`config.mk`:
```
export PLATFORM = sky130hd
export DESIGN_NAME = led_status_pwm
export DESIGN_NICKNAME = d
export VERILOG_FILES = /design/src/rtl/led_status_pkg.sv /design/src/rtl/led_pwm_channel.sv /design/src/rtl/led_status_pwm.sv
export SDC_FILE = /design/constraint.sdc
export NUM_CORES = 1
export LEC_CHECK = 0
export ABC_AREA = 1
export CAP_MARGIN = 20
export CORE_MARGIN = 2
export CORE_UTILIZATION = 50
export DETAILED_ROUTE_END_ITERATION = 16
export GPL_TIMING_DRIVEN = 0
export PLACE_DENSITY = 0.77
export SLEW_MARGIN = 10
export SYNTH_ARGS = -nofsm -noshare
export SYNTH_HDL_FRONTEND = slang
export SYNTH_SLANG_ARGS = --single-unit
```
`constraint.sdc`:
```
create_clock -name clk -period 4.15 [get_ports clk]
set_clock_uncertainty 0.1 [all_clocks]
set_input_delay 0.415 -clock clk [delete_from_list [all_inputs] [get_ports clk]]
set_output_delay 0.415 -clock clk [all_outputs]
set_load 0.02 [all_outputs]
```
`src/rtl/led_status_pkg.sv`:
```
// Shared definitions for the multi-channel LED status PWM driver.
package led_status_pkg;

    typedef logic [1:0] mode_t;

    localparam mode_t MODE_OFF     = 2'd0;
    localparam mode_t MODE_ON      = 2'd1;
    localparam mode_t MODE_BLINK   = 2'd2;
    localparam mode_t MODE_BREATHE = 2'd3;

endpackage

```
`src/rtl/led_pwm_channel.sv`:
```
// One PWM output: shadow/active config, per-frame duty latch and the
// registered compare against the shared frame counter.
module led_pwm_channel
    import led_status_pkg::*;
#(
    parameter int PWM_WIDTH = 8
) (
    input  logic                 clk,
    input  logic                 rstn,
    input  logic                 xfer,
    input  logic [1:0]           mode_in,
    input  logic [PWM_WIDTH-1:0] level_in,
    input  logic                 boundary,
    input  logic                 load,
    input  logic                 blink_phase,
    input  logic [PWM_WIDTH-1:0] env,
    input  logic [PWM_WIDTH-1:0] pwm_cnt,
    input  logic                 asleep,
    output logic                 pwm
);

    mode_t                sh_mode, act_mode, nxt_mode;
    logic [PWM_WIDTH-1:0] sh_level, act_level, nxt_level;
    logic [PWM_WIDTH-1:0] duty, duty_sel;

    // config that will be active once this boundary completes
    assign nxt_mode  = load ? sh_mode  : act_mode;
    assign nxt_level = load ? sh_level : act_level;

    // duty for the coming frame from the post-boundary config, phase and envelope
    always_comb begin
        duty_sel = '0;
        case (nxt_mode)
            MODE_ON:      duty_sel = nxt_level;
            MODE_BLINK:   duty_sel = blink_phase ? '0 : nxt_level;
            MODE_BREATHE: duty_sel = (nxt_level < env) ? nxt_level : env;
            default:      duty_sel = '0;
        endcase
    end

    // shadow config captured on an accepted handshake
    always_ff @(posedge clk or negedge rstn) begin
        if (!rstn) begin
            sh_mode  <= MODE_OFF;
            sh_level <= '0;
        end else if (xfer) begin
            sh_mode  <= mode_in;
            sh_level <= level_in;
        end
    end

    // active config only changes at a frame boundary
    always_ff @(posedge clk or negedge rstn) begin
        if (!rstn) begin
            act_mode  <= MODE_OFF;
            act_level <= '0;
        end else if (load) begin
            act_mode  <= sh_mode;
            act_level <= sh_level;
        end
    end

    // duty held for a whole frame so the output never glitches mid-frame
    always_ff @(posedge clk or negedge rstn) begin
        if (!rstn) duty <= '0;
        else if (boundary) duty <= duty_sel;
    end

    // registered compare; sleep blanking takes effect in the same clk as asleep_o
    always_ff @(posedge clk or negedge rstn) begin
        if (!rstn) pwm <= 1'b0;
        else pwm <= (pwm_cnt < duty) & ~asleep;
    end

endmodule

```
`src/rtl/led_status_pwm.sv`:
```
// Multi-channel LED status driver: shared prescaler, frame counter, blink and
// breathe generators, sleep blanking and the config handshake.
module led_status_pwm
    import led_status_pkg::*;
#(
    parameter int CHANNELS     = 3,
    parameter int PWM_WIDTH    = 8,
    parameter int TICK_DIV     = 188,
    parameter int BLINK_FRAMES = 32,
    parameter int SLEEP_FRAMES = 64
) (
    input  logic                          clk,
    input  logic                          rstn,
    input  logic [2*CHANNELS-1:0]         mode_i,
    input  logic [PWM_WIDTH*CHANNELS-1:0] level_i,
    input  logic                          cfg_valid_i,
    output logic                          cfg_ready_o,
    input  logic                          sleep_i,
    output logic [CHANNELS-1:0]           pwm_o,
    output logic                          frame_o,
    output logic                          asleep_o
);

    localparam int PSC_W = (TICK_DIV > 1) ? $clog2(TICK_DIV) : 1;
    localparam int BLK_W = (BLINK_FRAMES > 1) ? $clog2(BLINK_FRAMES) : 1;
    localparam int SLP_W = $clog2(SLEEP_FRAMES + 1);

    logic [PSC_W-1:0]     presc;
    logic                 tick, boundary;
    logic [PWM_WIDTH-1:0] pwm_cnt;
    logic [BLK_W-1:0]     blk_cnt, blk_cnt_nxt;
    logic                 blink_phase, blink_nxt;
    logic [PWM_WIDTH-1:0] env, env_nxt;
    logic                 env_up, env_up_nxt;
    logic                 sleep_m, sleep_s;
    logic [SLP_W-1:0]     slp_cnt, slp_nxt;
    logic                 asleep_nxt;
    logic                 pending, xfer, load;

    assign tick     = (presc == PSC_W'(TICK_DIV - 1));
    assign boundary = tick & (pwm_cnt == '1);

    // prescaler sets the PWM count rate
    always_ff @(posedge clk or negedge rstn) begin
        if (!rstn) presc <= '0;
        else if (tick) presc <= '0;
        else presc <= presc + 1'b1;
    end

    // free-running PWM counter plus a registered frame-start pulse
    always_ff @(posedge clk or negedge rstn) begin
        if (!rstn) begin
            pwm_cnt <= '0;
            frame_o <= 1'b0;
        end else begin
            if (tick) pwm_cnt <= pwm_cnt + 1'b1;
            frame_o <= boundary;
        end
    end

    // post-boundary blink phase and triangle envelope, also fed to the channels
    always_comb begin
        blk_cnt_nxt = blk_cnt;
        blink_nxt   = blink_phase;
        env_nxt     = env;
        env_up_nxt  = env_up;
        if (boundary) begin
            if (blk_cnt == BLK_W'(BLINK_FRAMES - 1)) begin
                blk_cnt_nxt = '0;
                blink_nxt   = ~blink_phase;
            end else begin
                blk_cnt_nxt = blk_cnt + 1'b1;
            end
            if (env_up) begin
                if (env == '1) begin
                    env_nxt    = env - 1'b1;
                    env_up_nxt = 1'b0;
                end else begin
                    env_nxt = env + 1'b1;
                end
            end else begin
                if (env == '0) begin
                    env_nxt    = PWM_WIDTH'(1);
                    env_up_nxt = 1'b1;
                end else begin
                    env_nxt = env - 1'b1;
                end
            end
        end
    end

    // blink and envelope state
    always_ff @(posedge clk or negedge rstn) begin
        if (!rstn) begin
            blk_cnt     <= '0;
            blink_phase <= 1'b0;
            env         <= '0;
            env_up      <= 1'b1;
        end else begin
            blk_cnt     <= blk_cnt_nxt;
            blink_phase <= blink_nxt;
            env         <= env_nxt;
            env_up      <= env_up_nxt;
        end
    end

    // two-flop synchroniser for the asynchronous sleep request
    always_ff @(posedge clk or negedge rstn) begin
        if (!rstn) {sleep_s, sleep_m} <= 2'b00;
        else {sleep_s, sleep_m} <= {sleep_m, sleep_i};
    end

    // sleep must persist SLEEP_FRAMES boundaries before blanking; any gap reloads
    always_comb begin
        slp_nxt = slp_cnt;
        if (!sleep_s) slp_nxt = SLP_W'(SLEEP_FRAMES);
        else if (boundary && slp_cnt != '0) slp_nxt = slp_cnt - 1'b1;
    end
    assign asleep_nxt = (slp_nxt == '0);

    // sleep stretch counter and blanking flag
    always_ff @(posedge clk or negedge rstn) begin
        if (!rstn) begin
            slp_cnt  <= '0;
            asleep_o <= 1'b0;
        end else begin
            slp_cnt  <= slp_nxt;
            asleep_o <= asleep_nxt;
        end
    end

    // single-entry handshake: one shadow update per frame, applied at the boundary
    assign cfg_ready_o = ~pending;
    assign xfer        = cfg_valid_i & cfg_ready_o;
    assign load        = boundary & pending;

    // pending set on accept, cleared when the shadow moves to active
    always_ff @(posedge clk or negedge rstn) begin
        if (!rstn) pending <= 1'b0;
        else if (xfer) pending <= 1'b1;
        else if (boundary) pending <= 1'b0;
    end

    for (genvar i = 0; i < CHANNELS; i++) begin : g_ch
        led_pwm_channel #(
            .PWM_WIDTH (PWM_WIDTH)
        ) u_ch (
            .clk         (clk),
            .rstn        (rstn),
            .xfer        (xfer),
            .mode_in     (mode_i[2*i +: 2]),
            .level_in    (level_i[PWM_WIDTH*i +: PWM_WIDTH]),
            .boundary    (boundary),
            .load        (load),
            .blink_phase (blink_nxt),
            .env         (env_nxt),
            .pwm_cnt     (pwm_cnt),
            .asleep      (asleep_nxt),
            .pwm         (pwm_o[i])
        );
    end

endmodule

```
Word-level counts from Yosys, hierarchy flattened
Cells that the tools add are included.
Operators by class
  add/sub/neg operators: 6
  order comparisons: 6
  eq/ne operators: 13
  multiplexer cells: 30
  bitwise gates (word level): 9
  reduce and logical (&&, ||, !) cells: 5
Operator list (number)
  $mux W8: 14
  $pmux W8 S3: 3
  $lt A8 B8 Y1: 6
  $add A8 B1 Y8 const B: 3
  $eq A8 B8 Y1 const B: 3
  $mux W7: 2
  $eq A2 B2 Y1 const B: 6
  $logic_not A8 Y1: 1
  $sub A8 B1 Y8 const B: 1
  $logic_not A7 Y1: 1
  $mux W1: 7
  $reduce_bool A7 Y1: 1
  $sub A7 B1 Y7 const B: 1
  $and A1 B1 Y1: 6
  $eq A2 B1 Y1 const B: 3
  $mux W2: 3
  $add A5 B1 Y5 const B: 1
  $eq A5 B5 Y1 const B: 1
  $mux W5: 1
  $not A1 Y1: 3
  $reduce_bool A2 Y1: 1
  $logic_and A1 B1 Y1: 1
Word-level totals
  register bits: 130
  bits of input ports: 34
  output and inout bits: 6

Logic depth before layout (Yosys ltp)
Gate-level depths: netlist of the first run.
  word-level depth: 8
  depth in mapped cells: 25
  gate-level depth less buffers: 23

Cells and area by module
From an unflattened synthesis of the first run, not the netlist that was laid out.
Second synthesis, totals
  cells, all modules: 1016
  area total of the unflattened synthesis: 7775.0 um^2
Modules (own cells, without submodules)
  led_pwm_channel: instances 3, cells an instance 236, area an instance 1759.2 um^2, sequential area each 725.7 um^2
  led_status_pwm: instances 1, cells an instance 308, area an instance 2497.4 um^2, sequential area each 1077.3 um^2

Least setup slack after synthesis of the first run
No wires, ideal clock.
  path type: flip-flop to flip-flop
  from: register pwm_cnt[1]
  to: register g_ch[0].u_ch.duty[2]
  library setup time: 0.116 ns
  data arrival time: 2.840 ns
  required time: 3.934 ns
  slack: 1.094 ns
  cell stages (with the launch flop): 21
  buffers on the path: 3
  cells stage by stage: dfrtp_1 -> ha_1 -> nand3_1 -> nor2_1 -> nand3_4 -> buf_6 -> nor2_4 -> inv_2 -> clkbuf_1 -> o21ai_0 -> inv_1 -> ha_1 -> a21oi_1 -> nor2_2 -> nor2_4 -> nand2_2 -> buf_6 -> o21ai_1 -> inv_1 -> nand2_1 -> nand2_1
On the way
  cells in the longest elaborated chain, start to end: 7
RTL lines
  from (decl): RTL line led_status_pwm.sv:30  | logic [PWM_WIDTH-1:0] pwm_cnt;
  from (signal assigned): RTL line led_status_pwm.sv:56  | if (tick) pwm_cnt <= pwm_cnt + 1'b1;
  $eq A8 B8 Y1: RTL line led_status_pwm.sv:41  | assign boundary = tick & (pwm_cnt == '1);
  $and A1 B1 Y1: RTL line led_status_pwm.sv:41
  $and A1 B1 Y1: RTL line led_status_pwm.sv:135  | assign load = boundary & pending;
  $mux W8: RTL line led_pwm_channel.sv:28  | assign nxt_level = load ? sh_level : act_level;
  via g_ch[0].u_ch.nxt_level[5]: RTL line led_pwm_channel.sv:23  | logic [PWM_WIDTH-1:0] sh_level, act_level, nxt_level;
  $lt A8 B8 Y1: RTL line led_pwm_channel.sv:36  | MODE_BREATHE: duty_sel = (nxt_level < env) ? nxt_level : env;
  $mux W8: RTL line led_pwm_channel.sv:36
  $pmux W8 S3: RTL line led_pwm_channel.sv:33  | case (nxt_mode)
  to (signal assigned): RTL line led_pwm_channel.sv:66  | else if (boundary) duty <= duty_sel;
  to (decl): RTL line led_pwm_channel.sv:24  | logic [PWM_WIDTH-1:0] duty, duty_sel;
The timed path passes the listed nets, and every way through them passes these cells.
A chain may end at the register's enable or synchronous reset.

Worst setup path after layout of the first run
  from: register pwm_cnt[1]
  to: register g_ch[0].u_ch.duty[6]
Same word-level chain as after synthesis.

==> qor.txt, run 1 <==
Dpl hpwl -> 12.2 mm
Tightest Hold Check Type -> register to register
Worst-path clk slew -> 60 ps
Final setup fails -> 0
Synthesized area -> 0.00758 mm²
Minimum clock period -> 3840 ps
Crit Path Max Fanout -> 10
Clock tree buffer depth -> 2
IO Count -> 40
Largest net degree at the start of global routing -> 89
Initial antenna violation count -> 0
DRT Wirelength -> 16.5 mm
Area growth syn-to-layout -> 16.7%
Wirelength per Cell -> 14.1 µm
Min Hold Slack -> 247 ps
Placer Congestion -> 0.901
Root buffer cell -> clkbuf_16
Layout cell share with drive strength beyond 1 -> 14.8%
R2r startpoint -> pwm_cnt[1]
Synth warn -> 0
H-tree Lvls -> 4
Share of the synthesized area in the top cell type -> 42.6%
CTS Hold Bufs -> 1
TNS Setup -> 0 ps
Routed vias -> 6033
Syn nets -> 995
Chip Width -> 127 µm
DRC Markers -> 0
Drt first pass iters -> 5
Ant diodes -> 0
Primary FF master, synth -> dfrtp_1
Power Dens Cells -> 323 mW/mm²
Syn avg cell area -> 8.30 µm²
Initial Utilization -> 51.7%
Setup bufs post-CTS -> 0
CTS tree -> yes
EDFF count, synth -> 0
FMAX -> 261 MHz
Worst slew pin tran -> 830 ps
Die Ht -> 127 µm
Power Total -> 2.85 mW
Num Clock Sinks -> 130
Period Utilization, post-route -> 92.4%
CP Capture Type -> register
Startpoint types -> register
Worst Path Class, Setup -> register to register
First-pass GRT wire length -> 28.2 mm
Clock latency on the worst-skew pair -> 420 ps
RSZ-0062 raised after global routing -> false
Initial drt markers -> 458
Setup crit start -> pwm_cnt[1]
Core ar. -> 0.0146 mm²
Final design utilization -> 60.4%
Register area share after synthesis -> 42.9%
Worst hold start -> sleep_m
Commonest cells post-synth -> 241 x nand2_1, 129 x dfrtp_1, 117 x inv_1
Data arrival time of the critical path -> 4050 ps
Synth cell types -> 52
Async set-reset flop share out of synthesis -> 100%
Total track usage -> 22.1%
Via density -> 5.16
Status -> completed
Final net count -> 1055
Slew margin rel. -> 44.3%
Dominant cell type by area after synthesis -> dfrtp_1
Max cap viols -> 0
IO Port Bufs -> 39
Cell with the most instances after synthesis -> nand2_1
Post-Syn Instances -> 913
Pins Over Slew Limit -> 0
Fin. Hold Viols -> 0
Die ar. -> 0.0162 mm²
Top cells by area, synth -> dfrtp_1 43%, nand2_1 12%, ha_1 7.9%
#FFs+latches synth -> 130
Critical Path RT -> 4360 ps
CTS-repair resized insts -> 0
Total CTS buffers -> 17
VDD IR max -> 0.000283 V
DRT antenna net count -> 0
Total grt overflow -> 0
Std-Cell Rows -> 44
Vias in the first global route -> 5958
Leakage -> 4.89 nW
[cell type report]
| class | instances | area (µm²) |
|---|---|---|
| plain buffers | 27 | 163 |
| clock buffers | 19 | 443 |
| clock inverters | 13 | 161 |
| fillers | 1298 | 5800 |
| inverters | 130 | 488 |
| multi-input cells | 626 | 3670 |
| flip-flops and latches | 130 | 3250 |
| well taps | 184 | 230 |
| repair buffers | 41 | 429 |
[power by group]
| part | internal (mW) | switching (mW) |
|---|---|---|
| clock network | 0.957 | 0.566 |
| registers | 1.27 | 0.00109 |
| logic | 0.0306 | 0.0282 |
| total | 2.26 | 0.595 |
[metrics by stage]
stage | area (µm²) | std cells | setup slack [ps]
global route | 8840 | 1170 | 60.8
global placement | 8200 | 1136 | -2550
detailed placement | 8230 | 1137 | 427
CTS | 8840 | 1170 | 358
finish | 8840 | 1170 | 314
floorplan | 7580 | 913 | 1090
[kinds of logic (layout without fill, tap and decap cells)]
| logic type | count (synthesis) | in the layout | synth area share (%) |
|---|---|---|---|
| AOI/OAI and AO/OA | 121 | 121 | 9.41 |
| xor gates and xnor gates | 20 | 20 | 2.41 |
| adders and majority gates | 48 | 48 | 7.93 |
| buffers and inverters | 157 | 230 | 8.59 |
| DFF | 130 | 130 | 42.9 |
| muxes | 21 | 21 | 3.12 |
| and+or+nand+nor | 416 | 416 | 25.6 |
[state kept, by name, indices dropped and copies added, names as in the netlist, 3 cells and up]
register             count
slp_cnt                  7
g_ch.u_ch.sh_mode        6
pwm_cnt                  8
env                      8
g_ch.u_ch.pwm            3
g_ch.u_ch.sh_level      24
g_ch.u_ch.act_mode       6
presc                    8
g_ch.u_ch.duty          24
g_ch.u_ch.act_level     24
blk_cnt                  5
[cells in the final DEF, fill, tap and decap left out, types with 7 or more instances in the layout]
cell type | Yosys | final
nand2_1 | 241 | 241
dfrtp_1 | 129 | 129
inv_1 | 117 | 117
nor2_1 | 51 | 51
nand3_1 | 50 | 50
ha_1 | 48 | 48
a21oi_1 | 38 | 38
clkdlybuf4s50_1 | 0 | 38
o21ai_0 | 31 | 31
o21ai_1 | 27 | 27
mux2_2 | 21 | 21
clkbuf_16 | 0 | 17
or2_2 | 16 | 16
xor2_1 | 16 | 16
nand2_2 | 12 | 12
inv_2 | 12 | 12
clkbuf_1 | 9 | 10
nor2_4 | 7 | 7
nand4_1 | 7 | 7
buf_4 | 7 | 7
[worst paths after layout]
kind | slack [ps] | depth (start not counted) | end
max | 310 | 23 | g_ch[0].u_ch.duty[6]
min in group asynchronous | 370 | 2 | sleep_s
max reg2reg | 310 | 23 | g_ch[0].u_ch.duty[6]
max in group asynchronous | 2810 | 3 | g_ch[1].u_ch.sh_level[4]
min | 250 | 0 | sleep_s
min reg2reg | 250 | 0 | sleep_s
[metal layers]
layer  vias to the layer above  global-route usage [%]  wire [µm]
met1                      2812                    28.5       7380
li1                       3031                       -          -
met5                         -                       0          0
met3                        42                    4.52        795
met2                       148                    35.9       7660
met4                         0                    10.6        620
[critical path, cell delays in order, from the launching register on]
cell and delay [ps]:
dfrtp_1 480, ha_1 220, nand3_1 130, nor2_1 240
nand3_4 120, buf_6 180, nor2_4 220, inv_2 110
clkbuf_1 250, o21ai_0 280, inv_1 120, ha_1 310
nand2_1 60, inv_1 50, nand2_1 50, nand2_1 70
nand2_1 100, nand2_2 110, buf_6 140, nand2_1 60
nand2_1 70, o21ai_1 60, nand2_1 110, nand2_1 60
No activity file was read; power rests on OpenSTA's default activity.
==> run 2, diff against run 1 <==
--- a/config.mk
+++ b/config.mk
@@ -7,7 +7,7 @@
 export LEC_CHECK = 0
 export ABC_AREA = 1
 export CAP_MARGIN = 20
-export CORE_MARGIN = 2
+export CORE_MARGIN = 4
 export CORE_UTILIZATION = 50
 export DETAILED_ROUTE_END_ITERATION = 16
 export GPL_TIMING_DRIVEN = 0
==> run 2 against run 1 <==
Die area is 6.4% higher. Hold slack worse by 1.3 ps. Combinational power hardly changed. Sequential power hardly changed. Clock power is 9.9% lower. Final cell count is 0.26% lower. First-iteration DRC count is 23% lower. Core utilization is 0.66 points lower. Via count is 0.22% lower. Critical path depth is 3 lower.
==> qor.txt, run 2 (same netlist as run 1, synthesis figures left out) <==
Post-Place Cells -> 1137 (unchanged)
Largest regs -> g_ch.u_ch.act_level (24), g_ch.u_ch.duty (24), g_ch.u_ch.sh_level (24)
Worst hold start -> sleep_m
First-pass GRT wire length -> 28.2 mm (unchanged)
Total track usage -> 20.0% (-2.1 points)
Slew margin rel. -> 46.2% (+1.9 points)
Die ar. -> 0.0172 mm² (+6.4%)
DP Worst Slack -> 468 ps (+40.7 ps)
CTS tree -> yes
Wirelength per Cell -> 14.1 µm (+0.14%)
Buf+Inv Stages, Crit Path -> 6 (unchanged)
DRT antenna net count -> 0 (unchanged)
Initial Utilization -> 51.5% (-0.19 points)
Seq pwr share -> 47.1% (+2.6 points)
Worst Path Class, Setup -> register to register
Final setup fails -> 0 (unchanged)
Comb power frac -> 2.2% (about the same)
Die Ht -> 131 µm (+3.1%)
DRT Wirelength -> 16.4 mm (-0.12%)
Routed vias -> 6020 (-0.22%)
IO Count -> 40 (unchanged)
Status -> completed
Core ar. -> 0.0147 mm² (+0.38%)
Data arrival time of the critical path -> 3960 ps (-90 ps)
Initial drt markers -> 352 (-23%)
FMAX -> 266 MHz (+2.1%)
CTS Hold Bufs -> 1 (unchanged)
Footprint of the multi-input gates -> 0.00367 mm² (unchanged)
Register area -> 0.00325 mm² (unchanged)
Num Clock Sinks -> 130 (unchanged)
Clk pwr share -> 50.7% (-2.7 points)
Non-filler cells in the finished layout -> 1167 (-0.26%)
Startpoint types -> register
Minimum clock period -> 3760 ps (-80.6 ps)
Setup bufs post-CTS -> 0 (unchanged)
Post-Layout Inst Area -> 0.00878 mm² (-0.72%)
Chip Width -> 131 µm (+3.1%)
DRC Markers -> 0 (unchanged)
Largest net degree at the start of global routing -> 73 (-18%)
Drt first pass iters -> 5 (unchanged)
VDD IR max -> 0.000275 V (-2.8%)
Total CTS buffers -> 17 (unchanged)
Fin. Hold Viols -> 0 (unchanged)
Root buffer cell -> clkbuf_16
Via density -> 5.16 (about the same)
Dpl hpwl -> 12.2 mm (+0.33%)
Filler cell count -> 1295 (-0.23%)
Global Route met3 Usage -> 4.05% (-0.47 points)
Max cap viols -> 0 (unchanged)
Critical Path RT -> 4350 ps (about the same)
Vias in the first global route -> 5828 (-2.2%)
Period Utilization, post-route -> 90.5% (-1.9 points)
Leakage -> 4.86 nW (-0.45%)
Power Total -> 2.70 mW (-5.5%)
Area growth syn-to-layout -> 15.8%
Pins Over Slew Limit -> 0 (unchanged)
R2r startpoint -> pwm_cnt[1]
Tightest Hold Check Type -> register to register
Std-Cell Rows -> 44 (unchanged)
Sw Pwr -> 550 µW (-7.5%)
Clock tree buffer depth -> 2 (unchanged)
Crit Path Max Fanout -> 10 (unchanged)
Most frequent cells in the layout -> 241 x nand2_1, 129 x dfrtp_1, 117 x inv_1, 51 x nor2_1, 50 x nand3_1
Crit-path slowest cell -> dfrtp_1
CP Capture Type -> register
H-tree Lvls -> 4 (unchanged)
CTS-repair resized insts -> 0 (unchanged)
GRT met1 Usage -> 26.4% (-2.1 points)
Initial antenna violation count -> 0 (unchanged)
Worst-path clk slew -> 50 ps (about the same)
Clock latency on the worst-skew pair -> 420 ps (about the same)
Final net count -> 1055 (unchanged)
Sw Share -> 20.4% (-0.45 points)
Layout cell share with drive strength beyond 1 -> 14.4% (-0.36 points)
Internal power -> 2.15 mW (-4.9%)
Setup crit start -> pwm_cnt[1]
IO Port Bufs -> 39 (unchanged)
Commonest non-fill, non-tap cell in the layout -> nand2_1
Worst slew pin tran -> 801 ps (-28.7 ps)
Placer Congestion -> 0.904 (+0.42%)
Ant diodes -> 0 (unchanged)
RSZ-0062 raised after global routing -> false
Crit path max-delay family -> simple AND/OR/NAND/NOR gates
Busiest grt layer -> met2
Crit-path max cell delay -> 490 ps (about the same)
GRT met2 Usage -> 33.4% (-2.5 points)
DP Area -> 0.00823 mm² (unchanged)
Final worst slack -> 395 ps (+80.6 ps)
Worst-path cell chain -> ha_1 -> nand3_1 -> nor2_1 -> nand3_4 -> buf_6 -> nor2_4 -> inv_2 -> clkbuf_1 -> o21ai_0 -> inv_1 -> ha_1 -> a21oi_1 -> nor2_2 -> nor2_4 -> nand2_2 -> buf_6 -> o21ai_1 -> inv_1 -> nand2_1 -> nand2_1
Total grt overflow -> 0 (unchanged)
Power Dens Cells -> 307 mW/mm² (-4.8%)
-- run 2: cell types whose count changed in the layout (fill, tap and decap cells not counted), sizes merged --
| cell | before | now |
|---|---|---|
| clkinv | 7 | 3 |
| clkinvlp | 4 | 2 |
| clkbuf | 28 | 34 |
| bufinv | 3 | 0 |
-- run 2: area by class of cell --
class	instances	area share (%)
Clock inverter	4	0.285
Timing Repair Buffer	41	4.89
Multi-Input combinational cell	626	41.8
Sequential cell	130	37.1
Buffer	27	1.85
Clock buffer	25	5.87
Inverter	130	5.56
Tap cell	184	2.62
-- run 2: metrics by stage --
stage	utilization [%]	hold WS, ps	TNS, ps
after global routing	59.7	259	0
after detailed placement	56.0	237	0
after floorplan	-	19.4	0
after CTS	59.7	249	0
after global placement	55.8	237	-328410
final	59.7	245	0
-- run 2: worst paths after layout --
kind / to / slack, ps / cells past startpoint
worst min register to register: sleep_s / 250 / 0
worst max-delay path: g_ch[0].u_ch.duty[6] / 390 / 20
worst max register to register: g_ch[0].u_ch.duty[6] / 390 / 20
max in group asynchronous: g_ch[0].u_ch.act_level[6] / 2790 / 3
min in group asynchronous: sleep_s / 420 / 2
worst min-delay path: sleep_s / 250 / 0
-- run 2: metal layers --
metal / part of all wire [%] / vias up
li1: - / 3032
met1: 45 / 2825
met2: 49 / 129
met3: 4.6 / 34
met4: 2.2 / 0
met5: 0 / -
-- run 2: power groups by stage --
| stage | combinational (mW) | sequential (mW) | clock [mW] |
|---|---|---|---|
| 3_5_place_dp | 0.0606 | 1.29 | 0 |
| 2_1_floorplan | 0.00103 | 1.29 | 0 |
| 6_report | 0.0591 | 1.27 | 1.37 |
| 5_1_grt | 0.0664 | 1.27 | 1.44 |
| 4_1_cts | 0.0616 | 1.27 | 1.39 |
| 3_3_place_gp | 0.0563 | 1.29 | 0 |
==> run 3, diff against run 2 <==
--- a/config.mk
+++ b/config.mk
@@ -7,11 +7,13 @@
 export LEC_CHECK = 0
 export ABC_AREA = 1
 export CAP_MARGIN = 20
+export CELL_PAD_IN_SITES_DETAIL_PLACEMENT = 0
+export CELL_PAD_IN_SITES_GLOBAL_PLACEMENT = 1
 export CORE_MARGIN = 4
-export CORE_UTILIZATION = 50
+export CORE_UTILIZATION = 46
 export DETAILED_ROUTE_END_ITERATION = 16
 export GPL_TIMING_DRIVEN = 0
-export PLACE_DENSITY = 0.77
+export PLACE_DENSITY = 0.89
 export SLEW_MARGIN = 10
 export SYNTH_ARGS = -nofsm -noshare
 export SYNTH_HDL_FRONTEND = slang
==> run 3 against run 2 <==
Routed wire length is 1.2% higher. First-iteration DRC count is 5.7% higher. Sequential power hardly changed. Non-clock buffer count stayed put. Critical path depth is 3 higher. Sequential share of layout area is 0.42 points lower. Via count is 2.9% lower. Die area is 8.2% higher. Final cell count is 2.9% higher.
==> qor.txt, run 3 (same netlist as run 1, synthesis figures left out) <==
DRT antenna net count -> 0 (unchanged)
Chip Width -> 136 µm (+4.0%)
Setup bufs post-CTS -> 0 (unchanged)
Power Dens Cells -> 323 mW/mm² (+5.1%)
IO Port Bufs -> 39 (unchanged)
Area growth syn-to-layout -> 17.2%
Worst hold endpoint -> sleep_s
Crit Path Max Fanout -> 10 (unchanged)
Worst hold start -> sleep_m
Wirelength per Cell -> 13.8 µm (-1.7%)
Total track usage -> 19.6% (-0.44 points)
Sw Share -> 21.1% (+0.73 points)
Post-Layout Inst Area -> 0.00888 mm² (+1.1%)
Via density -> 4.87 (-5.7%)
Ant diodes -> 0 (unchanged)
Worst-path clk slew -> 60 ps (about the same)
VDD IR max -> 0.000277 V (+0.60%)
Clock latency on the worst-skew pair -> 430 ps (about the same)
DRC Markers -> 0 (unchanged)
Worst Path Class, Setup -> register to register
Placer Congestion -> 0.839 (-7.2%)
Reg2Reg Setup Slack -> 340 ps (-50 ps)
Minimum clock period -> 3810 ps (+50.2 ps)
Initial Utilization -> 47.4% (-4.2 points)
DRT Wirelength -> 16.6 mm (+1.2%)
Commonest non-fill, non-tap cell in the layout -> nand2_1
Largest regs -> g_ch.u_ch.act_level (24), g_ch.u_ch.duty (24), g_ch.u_ch.sh_level (24)
RSZ-0062 raised after global routing -> false
Buf+Inv Stages, Crit Path -> 6 (unchanged)
Seq pwr share -> 44.3% (-2.8 points)
Crit path max-delay family -> simple AND/OR/NAND/NOR gates
Fin. Hold Viols -> 0 (unchanged)
Slew margin rel. -> 47.3% (+1.0 points)
H-tree Lvls -> 4 (unchanged)
Initial drt markers -> 372 (+5.7%)
Largest net degree at the start of global routing -> 77 (+5.5%)
Crit-path max cell delay -> 490 ps (about the same)
Crit-path slowest cell -> dfrtp_1
Final design utilization -> 55.5% (-4.2 points)
Clk pwr share -> 53.6% (+2.9 points)
Routed vias -> 5843 (-2.9%)
Num Clock Sinks -> 130 (unchanged)
Sw Pwr -> 605 µW (+10%)
DP Area -> 0.00827 mm² (+0.49%)
Startpoint types -> register
Total CTS buffers -> 17 (unchanged)
Core ar. -> 0.0160 mm² (+8.9%)
Std-Cell Rows -> 46 (+4.5%)
Worst r2r dst -> g_ch[0].u_ch.duty[6]
Die Ht -> 136 µm (+4.0%)
Layout cell share with drive strength beyond 1 -> 14.7% (+0.28 points)
TNS Setup -> 0 ps (unchanged)
Data arrival time of the critical path -> 4020 ps (+60 ps)
Most common cell on crit path -> nand2_1
CTS tree -> yes
Critical Path RT -> 4360 ps (about the same)
Drt first pass iters -> 5 (unchanged)
Pins Over Slew Limit -> 0 (unchanged)
Total grt overflow -> 0 (unchanged)
Worst r2r path cells -> 23 (+15%)
Vias in the first global route -> 5585 (-4.2%)
R2r startpoint -> pwm_cnt[1]
IO Count -> 40 (unchanged)
Worst slew pin tran -> 786 ps (-15.3 ps)
Internal power -> 2.26 mW (+5.3%)
Max cap viols -> 0 (unchanged)
Worst-path cell chain -> ha_1 -> nand3_1 -> nor2_1 -> nand3_4 -> buf_6 -> nor2_4 -> inv_2 -> clkbuf_1 -> o21ai_0 -> inv_1 -> ha_1 -> nand2_1 -> inv_1 -> nand2_1 -> nand2_1 -> nand2_1 -> nand2_2 -> buf_6 -> nand2_1 -> nand2_1 -> o21ai_1 -> nand2_1 -> nand2_1
Period Utilization, post-route -> 91.7% (+1.2 points)
CP Capture Type -> register
Die ar. -> 0.0186 mm² (+8.2%)
Dpl hpwl -> 12.2 mm (+0.27%)
Initial antenna violation count -> 0 (unchanged)
Comb power frac -> 2.1% (about the same)
FMAX -> 263 MHz (-1.3%)
Final net count -> 1055 (unchanged)
Clock tree buffer depth -> 2 (unchanged)
Most frequent cells in the layout -> 241 x nand2_1, 129 x dfrtp_1, 117 x inv_1, 51 x nor2_1, 50 x nand3_1
First-pass GRT wire length -> 28.2 mm (+0.17%)
Leakage -> 4.89 nW (+0.57%)
Root buffer cell -> clkbuf_16
Status -> completed
Tightest Hold Check Type -> register to register
Hold depth -> 0 (unchanged)
Final setup fails -> 0 (unchanged)
-- run 3: what timing repair did --
action | 4_1_cts | 5_1_grt
hold buffers | 1 | 0
resized for setup | 0 | 1
hold endpoints to repair | 54 | 0
setup endpoints to repair | 0 | 2
-- run 3: worst max-delay path by stage --
stage                from                   endpoint  slack, ps  depth (start not counted)
2_1_floorplan  pwm_cnt[1]       g_ch[0].u_ch.duty[2]       1090                         20
3_3_place_gp         rstn  g_ch[0].u_ch.act_level[3]      -2620                          1
3_5_place_dp   pwm_cnt[1]       g_ch[2].u_ch.duty[1]        360                         23
4_1_cts        pwm_cnt[1]       g_ch[2].u_ch.duty[1]        330                         23
5_1_grt        pwm_cnt[1]       g_ch[0].u_ch.duty[6]         10                         23
6_report       pwm_cnt[1]       g_ch[0].u_ch.duty[6]        340                         23
-- run 3: final cells by class --
cell class              instances  area (µm²)
repair buffers                 41         429
inverters                     130         488
multi-input cells             626        3670
flip-flops and latches        130        3250
well taps                     216         270
clock inverters                12         158
plain buffers                  27         163
clock buffers                  19         443
fillers                      1521        7120
-- run 3: per-layer routing --
metal	track usage, %	part of all wire, %	vias to the layer above	wire length [µm]
li1	-	-	3025	-
met1	26.2	48	2710	7980
met2	32.0	47	88	7860
met3	3.22	3.1	20	510
met4	7.33	1.6	0	272
met5	0	0	-	0
-- run 3: metrics by stage --
| step | instances | hold WS [ps] | setup slack [ps] | power, mW |
|---|---|---|---|---|
| 2_1_floorplan | 913 | 19.4 | 1090 | 1.29 |
| 3_3_place_gp | 1168 | 234 | -2620 | 1.35 |
| 3_5_place_dp | 1169 | 246 | 360 | 1.35 |
| 4_1_cts | 1201 | 249 | 326 | 2.90 |
| 5_1_grt | 1201 | 252 | 14.2 | 2.95 |
| 6_report | 1201 | 246 | 345 | 2.86 |
-- run 3: power by group through the flow --
| stage | clock (mW) | sequential (mW) | combinational (mW) |
|---|---|---|---|
| 3_3_place_gp | 0 | 1.29 | 0.0566 |
| 6_report | 1.54 | 1.27 | 0.0592 |
| 5_1_grt | 1.62 | 1.27 | 0.0669 |
| 4_1_cts | 1.57 | 1.27 | 0.0616 |
| 2_1_floorplan | 0 | 1.29 | 0.00103 |
| 3_5_place_dp | 0 | 1.29 | 0.0605 |
